===== config.mk =====
export PLATFORM = sky130hd
export DESIGN_NAME = sample_byte_serializer
export DESIGN_NICKNAME = d
export VERILOG_FILES = /design/src/rtl/sample_byte_serializer.sv
export SDC_FILE = /design/constraint.sdc
export NUM_CORES = 1
export LEC_CHECK = 0
export ABC_CLOCK_PERIOD_IN_PS = 3170
export BUFFER_PORTS_ARGS = -buffer_cell sky130_fd_sc_hd__buf_2
export CORE_UTILIZATION = 58
export DETAILED_ROUTE_END_ITERATION = 10
export GPL_ROUTABILITY_DRIVEN = 0
export PLACE_DENSITY = 0.78
export SYNTH_ARGS = -nofsm -noshare
export SYNTH_HDL_FRONTEND = slang
export SYNTH_SLANG_ARGS = --single-unit

===== constraint.sdc =====
create_clock -name i_clk -period 3.17 [get_ports i_clk]
set_input_delay 0.951 -clock i_clk [delete_from_list [all_inputs] [get_ports i_clk]]
set_output_delay 0.951 -clock i_clk [all_outputs]
set_load 0.05 [all_outputs]

===== src/rtl/sample_byte_serializer.sv =====
// sample_byte_serializer
//
// Buffers valid input words in a small FIFO and emits each one as a stream of bytes,
// MSB first, over a valid/ready handshake. When an input word arrives while the FIFO
// is full, the word is dropped and a sticky overflow flag is raised.
//
// Optional feature macro: SERIALIZER_CHECKSUM_EN. When it is defined, each word is
// followed by one checksum byte (the XOR of all of the word's bytes).
//
// Ports:
//   i_clk       clock; all logic runs on the rising edge
//   i_rst       synchronous active-high reset
//   i_valid     input word strobe (no upstream backpressure)
//   i_data      input word, sampled when i_valid = 1
//   i_ready     downstream can accept a byte this cycle
//   o_valid     o_data holds a valid byte (registered)
//   o_data      output byte (registered)
//   o_full      FIFO holds DEPTH words
//   o_overflow  sticky: a word was dropped since the last reset
module sample_byte_serializer #(
  parameter int unsigned DATA_WIDTH_IN = 16,
  parameter int unsigned DEPTH         = 4
) (
  input  logic                     i_clk,
  input  logic                     i_rst,
  input  logic                     i_valid,
  input  logic [DATA_WIDTH_IN-1:0] i_data,
  input  logic                     i_ready,
  output logic                     o_valid,
  output logic [7:0]               o_data,
  output logic                     o_full,
  output logic                     o_overflow
);

  localparam int unsigned BYTES = DATA_WIDTH_IN / 8;
  localparam int unsigned PTR_W = $clog2(DEPTH);
  localparam int unsigned CNT_W = PTR_W + 1;
  localparam int unsigned IDX_W = (BYTES > 1) ? $clog2(BYTES) : 1;

  localparam logic [IDX_W-1:0] LAST_IDX = IDX_W'(BYTES - 1);
  localparam logic [CNT_W-1:0] FULL_CNT = CNT_W'(DEPTH);

`ifdef SERIALIZER_CHECKSUM_EN
  typedef enum logic [1:0] {StIdle, StSend, StChk} state_e;
`else
  typedef enum logic [1:0] {StIdle, StSend} state_e;
`endif

  // FIFO storage and bookkeeping
  logic [DATA_WIDTH_IN-1:0] r_mem [DEPTH];
  logic [PTR_W-1:0]         r_wptr;
  logic [PTR_W-1:0]         r_rptr;
  logic [CNT_W-1:0]         r_count;
  logic                     r_overflow;

  // Output side
  state_e                   r_state;
  logic                     r_valid;
  logic [7:0]               r_data;
  logic [DATA_WIDTH_IN-1:0] r_shift;  // remaining bytes of the current word, next one on top
  logic [IDX_W-1:0]         r_idx;    // index of the byte currently presented

  state_e                   w_state_next;
  logic                     w_valid_next;
  logic [7:0]               w_data_next;
  logic [DATA_WIDTH_IN-1:0] w_shift_next;
  logic [IDX_W-1:0]         w_idx_next;
  logic                     w_pop;
  logic                     w_load;

  logic                     w_push;
  logic                     w_drop;
  logic                     w_empty;
  logic                     w_hs;
  logic [DATA_WIDTH_IN-1:0] w_head;

`ifdef SERIALIZER_CHECKSUM_EN
  logic [7:0] r_chk;
  logic [7:0] w_chk_next;

  function automatic logic [7:0] xor_bytes(input logic [DATA_WIDTH_IN-1:0] word);
    logic [7:0] acc;
    acc = 8'h00;
    for (int unsigned b = 0; b < BYTES; b++) begin
      acc = acc ^ word[b*8 +: 8];
    end
    return acc;
  endfunction
`endif

  // Full check uses the pre-edge count, so a pop on the same edge cannot rescue a word.
  assign w_empty = (r_count == '0);
  assign w_push  = i_valid && (r_count != FULL_CNT);
  assign w_drop  = i_valid && (r_count == FULL_CNT);
  assign w_hs    = r_valid && i_ready;
  assign w_head  = r_mem[r_rptr];

  always_comb begin
    w_state_next = r_state;
    w_valid_next = r_valid;
    w_data_next  = r_data;
    w_shift_next = r_shift;
    w_idx_next   = r_idx;
    w_pop        = 1'b0;
    w_load       = 1'b0;
`ifdef SERIALIZER_CHECKSUM_EN
    w_chk_next   = r_chk;
`endif

    case (r_state)
      StIdle: begin
        if (!w_empty) w_load = 1'b1;
      end
      StSend: begin
        if (w_hs) begin
          if (r_idx != LAST_IDX) begin
            w_idx_next   = r_idx + IDX_W'(1);
            w_data_next  = r_shift[DATA_WIDTH_IN-1 -: 8];
            w_shift_next = r_shift << 8;
          end else begin
`ifdef SERIALIZER_CHECKSUM_EN
            w_data_next  = r_chk;
            w_state_next = StChk;
`else
            if (!w_empty) begin
              w_load = 1'b1;
            end else begin
              w_valid_next = 1'b0;
              w_state_next = StIdle;
            end
`endif
          end
        end
      end
`ifdef SERIALIZER_CHECKSUM_EN
      StChk: begin
        if (w_hs) begin
          if (!w_empty) begin
            w_load = 1'b1;
          end else begin
            w_valid_next = 1'b0;
            w_state_next = StIdle;
          end
        end
      end
`endif
      default: w_state_next = StIdle;
    endcase

    // Pop the head word and present its MSB; shared by the idle start and the
    // back-to-back continuation so consecutive words have no bubble.
    if (w_load) begin
      w_pop        = 1'b1;
      w_state_next = StSend;
      w_valid_next = 1'b1;
      w_data_next  = w_head[DATA_WIDTH_IN-1 -: 8];
      w_shift_next = w_head << 8;
      w_idx_next   = '0;
`ifdef SERIALIZER_CHECKSUM_EN
      w_chk_next   = xor_bytes(w_head);
`endif
    end
  end

  // Storage needs no reset; occupancy is governed by the pointers and count.
  always_ff @(posedge i_clk) begin
    if (w_push) r_mem[r_wptr] <= i_data;
  end

  always_ff @(posedge i_clk) begin
    if (i_rst) begin
      r_wptr     <= '0;
      r_rptr     <= '0;
      r_count    <= '0;
      r_overflow <= 1'b0;
      r_state    <= StIdle;
      r_valid    <= 1'b0;
      r_data     <= 8'h00;
      r_shift    <= '0;
      r_idx      <= '0;
`ifdef SERIALIZER_CHECKSUM_EN
      r_chk      <= 8'h00;
`endif
    end else begin
      if (w_push) r_wptr <= r_wptr + PTR_W'(1);
      if (w_pop)  r_rptr <= r_rptr + PTR_W'(1);
      r_count    <= r_count + CNT_W'(w_push) - CNT_W'(w_pop);
      if (w_drop) r_overflow <= 1'b1;
      r_state    <= w_state_next;
      r_valid    <= w_valid_next;
      r_data     <= w_data_next;
      r_shift    <= w_shift_next;
      r_idx      <= w_idx_next;
`ifdef SERIALIZER_CHECKSUM_EN
      r_chk      <= w_chk_next;
`endif
    end
  end

  assign o_valid    = r_valid;
  assign o_data     = r_data;
  assign o_full     = (r_count == FULL_CNT);
  assign o_overflow = r_overflow;

endmodule


## Yosys cells after proc, flatten, opt, wreduce, memory -nomap -nowiden

Memory sizes are Yosys's and may differ from the RTL's. A register that Yosys moved wholly into a read port is not among the register bits.
Index checks and enable logic that the tools add are counted.

| word-level totals | value |
|---|---|
| flip-flop bits (word level) | 28 |
| memory bits (writable) | 64 |
| output and inout port bits | 11 |
| memories | 1 |

| cells by class | value |
|---|---|
| $add $sub $neg | 5 |
| equal/unequal tests | 11 |
| muxes and demuxes | 28 |
| bitwise logic cells | 1 |
| reductions and logical operators | 15 |

Memories:

| name | words | bits a word | rd ports | clocked after memory_dff | wr ports | line | RTL |
|---|---|---|---|---|---|---|---|
| r_mem | 4 | 16 | 1 | 1 | 1 | 50 | `logic [DATA_WIDTH_IN-1:0] r_mem [DEPTH];` |

Operator list:

| operator | number |
|---|---|
| $mux W16 | 4 |
| $mux W8 | 4 |
| $mux W1 | 13 |
| $ne A3 B3 Y1 const B | 4 |
| $reduce_and A4 Y1 | 3 |
| $mux W2 | 5 |
| $ne A2 B2 Y1 const B | 4 |
| $reduce_bool A2 Y1 | 4 |
| $add A2 B1 Y2 const B | 2 |
| $pmux W2 S2 | 1 |
| $add A3 B1 Y3 | 1 |
| $eq A3 B3 Y1 const B | 1 |
| $logic_and A1 B1 Y1 | 3 |
| $logic_not A3 Y1 | 1 |
| $reduce_and A3 Y1 | 1 |
| $sub A3 B1 Y3 | 1 |
| $eq A2 B1 Y1 const B | 1 |
| $logic_not A2 Y1 | 1 |
| $ne A2 B1 Y1 const B | 1 |
| $pmux W1 S2 | 1 |
| $reduce_and A2 Y1 | 1 |
| $reduce_or A2 Y1 | 1 |
| $add A1 B1 Y1 const B | 1 |
| $not A1 Y1 | 1 |

## Depth between registers and ports, before layout

Gate-level depths: netlist of run 1.

| logic depth | value |
|---|---|
| word-level depth | 8 |
| gate-level depth with buffers | 12 |

## Worst setup path after synthesis of run 1

OpenSTA, ideal clock, no wires.

| timing path | value |
|---|---|
| kind | register to register |
| start point | register r_count[2] |
| end point | register r_count[2] |
| library setup time | 0.128 ns |
| arrival | 3.144 ns |
| setup slack | -0.102 ns |
| stages on the path, launching flop included | 13 |
| buffers on the path | 1 |
| period minus slack after synthesis | 3.272 ns |
| cell sequence | dfxtp_1 > nor3b_1 > nor2b_1 > clkbuf_1 > inv_1 > ha_1 > inv_1 > ha_1 > inv_1 > fa_1 > xor2_1 > xnor2_1 > nor2_1 |

| on the way | value |
|---|---|
| word-level cells in the longest chain between the ends | 7 |

Ends and longest elaborated chain:

| element | line | RTL |
|---|---|---|
| from (decl) | 53 | `logic [CNT_W-1:0] r_count;` |
| from (signal assigned) | 187 | `r_count <= r_count + CNT_W'(w_push) - CNT_W'(w_pop);` |
| $logic_not A3 Y1 | 92 | `assign w_empty = (r_count == '0);` |
| $mux W1 | 112, 125 |  |
| $mux W1 | 116 | `if (r_idx != LAST_IDX) begin` |
| $mux W1 | 115 | `if (w_hs) begin` |
| $pmux W1 S2 | 110 | `case (r_state)` |
| $mux W1 | 152 | `if (w_load) begin` |
| $sub A3 B1 Y3 * | 187 |  |

Mark *: on every way between the ends. The rest lies on a longest branch, timed or not.
A chain may end at the register's enable or synchronous reset.

## Worst setup path in the final report of run 1

| timing path | value |
|---|---|
| start point | input port i_ready |
| end point | register r_count[2] |

| on the way | value |
|---|---|
| word-level cells in the longest chain between the ends | 5 |

Ends and longest elaborated chain:

| element | line | RTL |
|---|---|---|
| from (decl) | 28 | `input logic i_ready,` |
| $logic_and A1 B1 Y1 | 95 | `assign w_hs = r_valid && i_ready;` |
| $mux W1 | 115 |  |
| $pmux W1 S2 | 110 |  |
| net w_load | 69 | `logic w_load;` |
| $mux W1 | 152 |  |
| $sub A3 B1 Y3 | 187 |  |

The timed path passes the listed nets, and every way through them passes these cells.

==> impl_results.md, run 1 <==
- All-Layer GR Usage: roughly a fifth
- Post-CTS Setup Inserts: 0
- Layout Nets: ~290
- Final Cycle Share: roughly 75%
- Delay-heaviest family, CP: adder cells
- Post-route ant nets: 0
- Routed len/inst: ~17 µm
- Sequential fraction of the synthesis area: a little over two thirds
- Setup_tns: 0 ns
- Drc violations: 0
- Initial antenna violation count: 0
- Clock Latency Late Sink: 0.36 ns
- Worst vdd ir: 0.5798 mV
- Synth warn: 0
- Largest net degree at the start of global routing: 29
- Max-slew violation count: 0
- Final hold vios: 0
- Syn nets: 248
- Hold_buf cts: 0
- Fmax: 421.8 MHz
- Avg Inst Size Synth: about 16 µm²
- Share of cells above drive strength 1: between 20% and 30%
- Clock sinks: 93
- Post-synth cell types: 32
- Slew @ Worst Pin: 0.7908 ns
- Worst-path maximum fanout: 4
- H-tree depth: 3
- Commonest cells after routing, fill and taps aside: edfxtp_1 (64), buf_2 (30), dfxtp_1 (29)
- Area of the multi-input gates: ~980 µm²
- WP data required: 3.40 ns
- Hold_ws: ~0.48 ns
- Leak: 1.476 nW
- Root buf cell: clkbuf_8
- Startpoint types: primary input
- DP HPWL: approximately 3600 µm
- Met1 wire length: 2530 µm
- GRT overflow: 0
- Data arrival, critical path: ~2.6 ns
- Clk buf depth: 2
- Post-synth design cell area: approximately 0.0036 mm²
- Antenna fix cells: 0
- Synth area leaders: edfxtp_1 (54%), dfxtp_1 (16%), mux4_2 (10%), mux2i_1 (2.5%), ha_1 (2.1%)
- IO Port Bufs: 30
- Initial drt markers: 210
- Min cycle time layout: ~2.4 ns
- CP Capture Type: flip-flop
- Top cell type's share of synthesized area: 53.63%
- CTS resizes: 0
- Most common cell after layout, fill and taps aside: edfxtp_1
- Initial Util: 60.17%
- DIE AREA: 0.006496 mm²
- I/O Pins: 31
- Met2 wire len: 2809 µm
- Final setup vio count: 0
- Routed WL: 5746 µm
- Core area: ~0.0060 mm²
- Synth Register Bits: 93
- MaxCap Viol Count: 0
- First-pass GRT wire length: slightly above 9000 µm
- Area leader, netlist: edfxtp_1
- CP Cell Sequence: buf_2 -> nand3_2 -> a21o_1 -> clkinv_1 -> ha_1 -> inv_1 -> ha_1 -> inv_1 -> fa_1 -> xor2_1 -> xnor2_1 -> nor2_1
- DR vias/cell: about 5.6
- Clock slew at reported path FFs: approximately 0.09 ns
- Via count: around 1900
- Skew final: around 0.011 ns
- Crit-path max cell delay: ~0.37 ns
- Min-delay worst type: reg -> reg
- Cells after synthesis: about 220
- Worst Setup Path Type: in -> reg
- Crit-path slowest cell: fa_1
- CTS tree: yes
- Layout area overhead: 12.01%
- 1st-pass router iterations: 7
- Fill cells: ~420
- Unrepaired setup endpoints after global routing: no
- Num rows: 28
- Slew headroom: around 47%
- Reg area: ~0.0025 mm²
- Crit path buf inv count: 4
- PD cells: slightly below 900 mW/mm²
- Num CTS Buffers: 9
- Top layer in use: met4
- Vias in the first global route: 1781
- Die H: about 80 µm
- Die width: between 80 and 90 µm
- WL met3: approximately 300 µm
- Status: finished clean
[report_power, final]
group | switching (W) | internal, W | leakage (nW)
registers | 0.000133 | 0.00153 | 0.825
logic | 0.000632 | 0.000420 | 0.559
clock network | 0.000412 | 0.000367 | 0.0918
total | 0.00118 | 0.00231 | 1.48
[per-layer routing]
layer | up-vias | global-route usage [%]
li1 | 901 | -
met1 | 910 | 26.46
met2 | 58 | 30.34
met3 | 8 | 5.682
met4 | 0 | 10.00
met5 | - | 0
[area by class of cell]
cell class | count | share of cell area (%)
clock buffer | 9 | 3.086
timing repair buffer | 38 | 5.237
multi-input combinational | 108 | 24.38
sequential | 93 | 62.34
inverter | 8 | 0.7481
clock inverter | 7 | 1.870
tap | 75 | 2.338
[path summary, 6_finish.rpt]
check | start | end | slack (ns) | cells after the start
min reg2reg | o_overflow | o_overflow | 0.48 | 2
min | o_overflow | o_overflow | 0.48 | 2
max reg2reg | r_count[1] | r_count[2] | 0.90 | 11
max | i_ready | r_count[2] | 0.80 | 12
[cell families after synthesis]
family                     share of synthesized area, %
DFF                                               69.83
adders and majority gates                         2.654
buffers and inverters                             3.003
AOI/OAI and AO/OA                                 4.295
and+or+nand+nor                                   6.669
muxes                                             12.57
xor gates and xnor gates                         0.9778
[worst min-delay path, delay by kind of cell, from the launching register on]
kind,cells,cell delay (ns)
simple gates,1,0.07
compound gates,1,0.04
flops,1,0.34
[flip-flops by register name, indices dropped and copies added, names as in the netlist, named ones only]
register    cells
o_overflow      1
o_data          8
r_idx           1
r_shift         8
r_rptr          2
r_count         3
r_mem          64
r_wptr          2
r_state         1
o_valid         1
[metrics by stage]
stage	worst slack, ns	cells	total power, W	instance area (µm²)	utilization (%)
2_1_floorplan	0.3761	221	0.002522	3588	-
3_3_place_gp	0.4548	322	0.002724	3815	64.05
3_5_place_dp	0.4319	322	0.002754	3815	64.05
4_1_cts	0.8131	338	0.003518	4014	67.40
5_1_grt	0.6422	338	0.003675	4014	67.40
6_report	0.7990	338	0.003489	4014	67.40
[cell usage after synthesis, drive strengths merged]
master,number
and2,4
dfxtp,29
a221oi,1
clkinv,1
nor2b,2
clkbuf,3
edfxtp,64
nand4b,1
or3,1
nor2,14
ha,6
nand2,13
inv,7
fa,1
xor2,1
o21ai,1
nor3b,1
a21oi,13
buf,9
nor3,1
a22oi,1
mux2i,9
a211oi,8
a21o,1
mux4,16
xnor2,3
nand3,10
No activity file was read; power rests on OpenSTA's default activity.
==> run 2: changes to the inputs <==
ABC_AREA = 1   (was not set)
ABC_CLOCK_PERIOD_IN_PS = 2020   (was 3170)
CORE_UTILIZATION = 53   (was 58)
PLACE_DENSITY = 0.75   (was 0.78)
clock period = 2.02 ns   (was 3.17 ns; I/O delays follow)
==> impl_results.md, run 2 <==
- Status: finished clean
- Root buf cell: clkbuf_8
- Final core occ: 63.68%
- Worst-path maximum fanout: 3
- Synth Register Bits: between 90 and 100
- H-tree depth: 3
- Area leader, netlist: edfxtp_1
- Max reg flops: 64
- FF-to-FF path depth: 10
- Post-synth design cell area: between 0.003 and 0.004 mm²
- Clock share of power: between 20% and 30%
- Met2 GRT Util: between 30% and 40%
- Most common cell after layout, fill and taps aside: nand2_1
- Skew final: roughly 0.0064 ns
- Final setup vio count: 0
- CTS tree: yes
- Unrepaired setup endpoints after global routing: no
- Routed WL: approximately 7000 µm
- Worst Setup SP: r_count[2]
- Leak: 1.699 nW
- Fmax: 524.0 MHz
- Clock slew at reported path FFs: 0.09 ns
- First-pass GRT wire length: ~11000 µm
- Min-delay worst type: in -> reg
- Async SR Flop Fraction: 0%
- Hold_ws: approximately 0.45 ns
- Worst Setup Path Type: reg -> reg
- Count leader, synth: nand2_1
- Via count: approximately 2500
- Data arrival, critical path: between 2 and 2.5 ns
- Synth warn: 0
- Worst setup path end: r_count[2]
- Layout Nets: about 420
- DR vias/cell: 5.112
- WP data required: roughly 2.3 ns
- MaxCap Viol Count: 0
- I/O Pins: 31
- Post-CTS Setup Inserts: 0
- Min cycle time layout: around 1.9 ns
- PD cells: between 1000 and 1500 mW/mm²
- Clock Latency Late Sink: around 0.36 ns
- Num CTS Buffers: 9
- Initial drt markers: between 200 and 250
- EDFF count, synth: 64
- Clk buf depth: 2
- Largest net degree at the start of global routing: 33
- IO Port Bufs: 30
- Final Non-Filler Cells: 492
- Synth Flop Type: edfxtp_1
- Syn nets: about 390
- GRT overflow: 0
- Initial Util: 54.93%
- Routing usage on met1: around a quarter
- Synth area leaders: edfxtp_1 (51%), dfxtp_1 (15%), nand2_1 (8.7%), nand3_1 (5.6%), nor2_1 (4.0%)
- Avg Inst Size Synth: around 10 µm²
- CP Cell Sequence: nand3b_1 -> nand2_4 -> clkinv_4 -> ha_4 -> inv_2 -> ha_4 -> inv_2 -> fa_2 -> or2_4 -> a21oi_1
- R2R Path End: r_count[2]
- Psw: 0.002392 W
- Initial antenna violation count: 0
- Share of cells above drive strength 1: 17.93%
- Startpoint types: flip-flop
- Sequential fraction of the synthesis area: 66.69%
- Die H: 86.14 µm
- Top cell types by occurrence after synthesis: nand2_1 (87), edfxtp_1 (64), nand3_1 (42)
- Core area: about 0.0068 mm²
- Final Cycle Share: 94.47%
- Routed len/inst: 13.89 µm
- Post-synth cell types: 26
- CP Capture Type: flip-flop
- 1st-pass router iterations: 4
- Met3 Track Usage GR: around 3.3%
- Biggest register: r_mem
- Reg-to-reg startpoint: r_count[2]
- Worst vdd ir: between 0.6 and 0.7 mV
- Drc violations: 0
- Clock sinks: 93
- Commonest cells after routing, fill and taps aside: nand2_1 (87), edfxtp_1 (64), nand3_1 (41)
- DP HPWL: around 4200 µm
- Final hold vios: 0
- Sw frac: a little under two fifths
- Layout area overhead: 15.94%
- R2r setup slk: roughly 0.11 ns
- Post-route worst setup slack: 0.1116 ns
- Post-route ant nets: 0
- Max-slew violation count: 0
- Top cell type's share of synthesized area: a little over 50%
- Internal power: between 0.003 and 0.004 W
- Layer with the highest usage: met2
- Crit-path slowest cell: fa_2
- Vias in the first global route: between 2000 and 2500
- Die width: 86.14 µm
- Cells after synthesis: about 360
- Setup_tns: 0 ns
- Slew headroom: between 50% and 60%
- Antenna fix cells: 0
- Logic pwr share: between 30% and 40%
- Slew @ Worst Pin: around 0.63 ns
- Num rows: 30
- Reg power frac: between 40% and 50%
- All-Layer GR Usage: between 20% and 30%
- Worst Setup Slack post-DPL: -0.2045 ns
- Crit-path max cell delay: approximately 0.35 ns
- DIE AREA: 0.007420 mm²
- Cells after DPL: between 400 and 500
-- run 2: cell type report --
type / instances / area, µm²
Sequential cell: 93 / 2506
Fill cell: 555 / 2481
Multi-Input combinational cell: 229 / 1130
Timing Repair Buffer: 40 / 275.3
Clock buffer: 10 / 127.6
Tap cell: 96 / 120.1
Clock inverter: 6 / 118.9
Inverter: 18 / 72.57
-- run 2: metrics by stage --
| stage | area [µm²] | power (W) |
|---|---|---|
| after global placement | 4101 | 0.004856 |
| final | 4350 | 0.006374 |
| after detailed placement | 4101 | 0.004944 |
| after CTS | 4348 | 0.006426 |
| after floorplan | 3814 | 0.004419 |
| after global routing | 4350 | 0.006799 |
-- run 2: routing by layer --
layer	vias to the layer above	wire length, µm
met5	-	0
met3	10	326
li1	1271	-
met1	1179	2883
met2	55	3505
met4	0	120
-- run 2: power groups by stage --
stage	Combinational (W)	Sequential, W	Clock [W]
after floorplan	0.00150	0.00292	0
after global placement	0.00226	0.00260	0
after detailed placement	0.00233	0.00261	0
after CTS	0.00234	0.00257	0.00151
after global routing	0.00260	0.00261	0.00159
final	0.00231	0.00257	0.00149
-- run 2: cell families after synthesis --
| logic type | share of synthesized area, % |
|---|---|
| xor gates and xnor gates | 0.4669 |
| buffers and inverters | 4.601 |
| and+or+nand+nor | 19.64 |
| DFF | 66.69 |
| adders and majority gates | 2.534 |
| AOI/OAI and AO/OA | 6.069 |
-- run 2: critical path, delay by kind of cell (launching register included) --
family          cells  cell delay [ns]
buf+inv             3             0.15
simple gates        3             0.55
fa+ha+maj           3             0.67
compound gates      1             0.14
flops               1             0.34
-- run 2: worst min-delay path by stage --
stage / cells past startpoint / end / startpoint / slack, ns
floorplan: 2 / r_shift[14] / r_shift[14] / 0.46
global placement: 2 / o_overflow / o_overflow / 0.43
detailed placement: 2 / o_overflow / o_overflow / 0.44
CTS: 1 / r_mem[1][12] / i_data[12] / 0.44
global route: 1 / r_mem[3][11] / i_data[11] / 0.45
finish: 1 / r_mem[0][9] / i_data[9] / 0.45
-- run 2: timing repair --
action	4_1_cts	5_1_grt
setup endpoints to repair	0	1
endpoints found under the hold margin	0	0
hold buffers	0	0
gates resized for setup	0	2
==> run 3: changes to the inputs <==
CORE_UTILIZATION = 46   (was 53)
PLACE_DENSITY = 0.66   (was 0.75)
REMOVE_ABC_BUFFERS = 1   (was not set)
==> impl_results.md, run 3 (synthesis results as in run 2) <==
- Status: finished clean
- WP data required: approximately 2.3 ns
- MaxCap Viol Count: 0
- Vias in the first global route: about 2400
- CP Cell Sequence: nand3b_1 -> nand2_2 -> inv_4 -> ha_4 -> inv_2 -> ha_2 -> inv_2 -> fa_2 -> or2_4 -> a21oi_2
- Commonest cells after routing, fill and taps aside: nand2_1 (86), edfxtp_1 (64), nand3_1 (41)
- GRT overflow: 0
- Layout Nets: around 420
- Largest net degree at the start of global routing: 33
- Root buf cell: clkbuf_8
- Biggest register: r_mem
- Clock slew at reported path FFs: roughly 0.090 ns
- Via count: between 2000 and 3000
- Worst vdd ir: 0.5594 mV
- Core area: 0.007807 mm²
- CTS tree: yes
- Skew final: ~0.011 ns
- All-Layer GR Usage: ~18%
- H-tree depth: 3
- Final core occ: 55.27%
- Clock Latency Late Sink: between 0.3 and 0.4 ns
- Final Cycle Share: 96.97%
- Leak: around 1.7 nW
- Routed WL: between 7000 and 8000 µm
- Clock sinks: between 90 and 100
- Slew @ Worst Pin: roughly 0.86 ns
- Die width: ~92 µm
- Max reg flops: 64
- Most common cell after layout, fill and taps aside: nand2_1
- PD cells: ~1400 mW/mm²
- Drc violations: 0
- Final hold vios: 0
- Num CTS Buffers: 9
- Num rows: 32
- Crit-path slowest cell: fa_2
- IO Port Bufs: 30
- Initial drt markers: 202
- DP HPWL: between 4000 and 5000 µm
- Layout area overhead: 15.01%
- Hold_buf cts: 0
- DR vias/cell: 5.054
- Post-route ant nets: 0
- Final setup vio count: 0
- Fmax: ~510 MHz
- Initial Util: 48.06%
- Min-delay worst type: in -> reg
- Die H: 92.32 µm
- DIE AREA: approximately 0.0085 mm²
- First-pass GRT wire length: ~12000 µm
- Worst-path maximum fanout: 3
- Worst Setup Slack post-DPL: -0.4256 ns
- 1st-pass router iterations: 5
- Slew headroom: 42.40%
- Initial antenna violation count: 0
- Share of cells above drive strength 1: between 10% and 20%
- Crit-path max cell delay: approximately 0.38 ns
- Routed len/inst: 14.42 µm
- Hold_ws: about 0.46 ns
- CP Capture Type: flip-flop
- Startpoint types: flip-flop
- Max-slew violation count: 0
- Most used cell, CP: inv_2
- Min cycle time layout: 1.959 ns
- Clk buf depth: 2
- Total Power Consumption: just over 0.006 W
- Post-route worst setup slack: 0.06122 ns
- Antenna fix cells: 0
- Worst Setup Path Type: reg -> reg
- I/O Pins: 31
- Data arrival, critical path: approximately 2.2 ns
run 3: cell types whose count changed in the layout (fill, tap and decap cells not counted), moves of 2 or more:
cell / previous run / this run
buf_4: 6 / 10
bufinv_16: 3 / 0
clkbuf_16: 0 / 2
clkinv_4: 2 / 0
nand2_2: 1 / 4
nand2_4: 2 / 0
run 3: cell type report:
class / count / area [µm²]
fillers: 714 / 3492
inverters: 18 / 70.07
flip-flops and latches: 93 / 2506
clock buffers: 13 / 181.4
well taps: 102 / 127.6
multi-input cells: 229 / 1109
clock inverters: 3 / 16.27
repair buffers: 44 / 305.3
run 3: metal layers:
| layer | GRT usage (%) | wire length, µm | vias up |
|---|---|---|---|
| met5 | 0 | 0 | - |
| met2 | 29.38 | 3485 | 43 |
| met1 | 24.45 | 3386 | 1205 |
| met4 | 6.380 | 131 | 0 |
| met3 | 4.762 | 237 | 12 |
| li1 | - | - | 1277 |
run 3: what timing repair did:
item	4_1_cts	5_1_grt
pin swaps	1	4
gates resized for setup	4	9
buffers inserted	1	2
setup endpoints to repair	1	1
run 3: report_power, final:
group,total [W],internal [W],switching [W]
Sequential,0.00256,0.00241,0.000154
Combinational,0.00233,0.000750,0.00158
Clock,0.00121,0.000593,0.000617
run 3: worst paths after layout:
path	slack, ns	depth (start not counted)	from	to
worst max-delay path	0.06	10	r_count[2]	r_count[2]
worst min-delay path	0.46	1	i_data[7]	r_mem[3][7]
worst max register to register	0.06	10	r_count[2]	r_count[2]
worst min register to register	0.46	2	o_overflow	o_overflow
run 3: metrics by stage:
stage	cell area [µm²]	std cells	TNS, ns
finish	4315	502	0
global route	4315	502	-0.01572
CTS	4277	500	0
detailed placement	4059	483	-0.6176
global placement	4059	483	-0.4507
floorplan	3649	340	-1.273
run 3: critical path, delay by kind of cell (launching register included):
| kind | cells | cell delay, ns |
|---|---|---|
| buffers and inverters | 3 | 0.13 |
| adder cells (fa/ha/maj) | 3 | 0.76 |
| AND/OR/NAND/NOR | 3 | 0.51 |
| AO/OA/AOI/OAI | 1 | 0.13 |
| flip-flops | 1 | 0.34 |
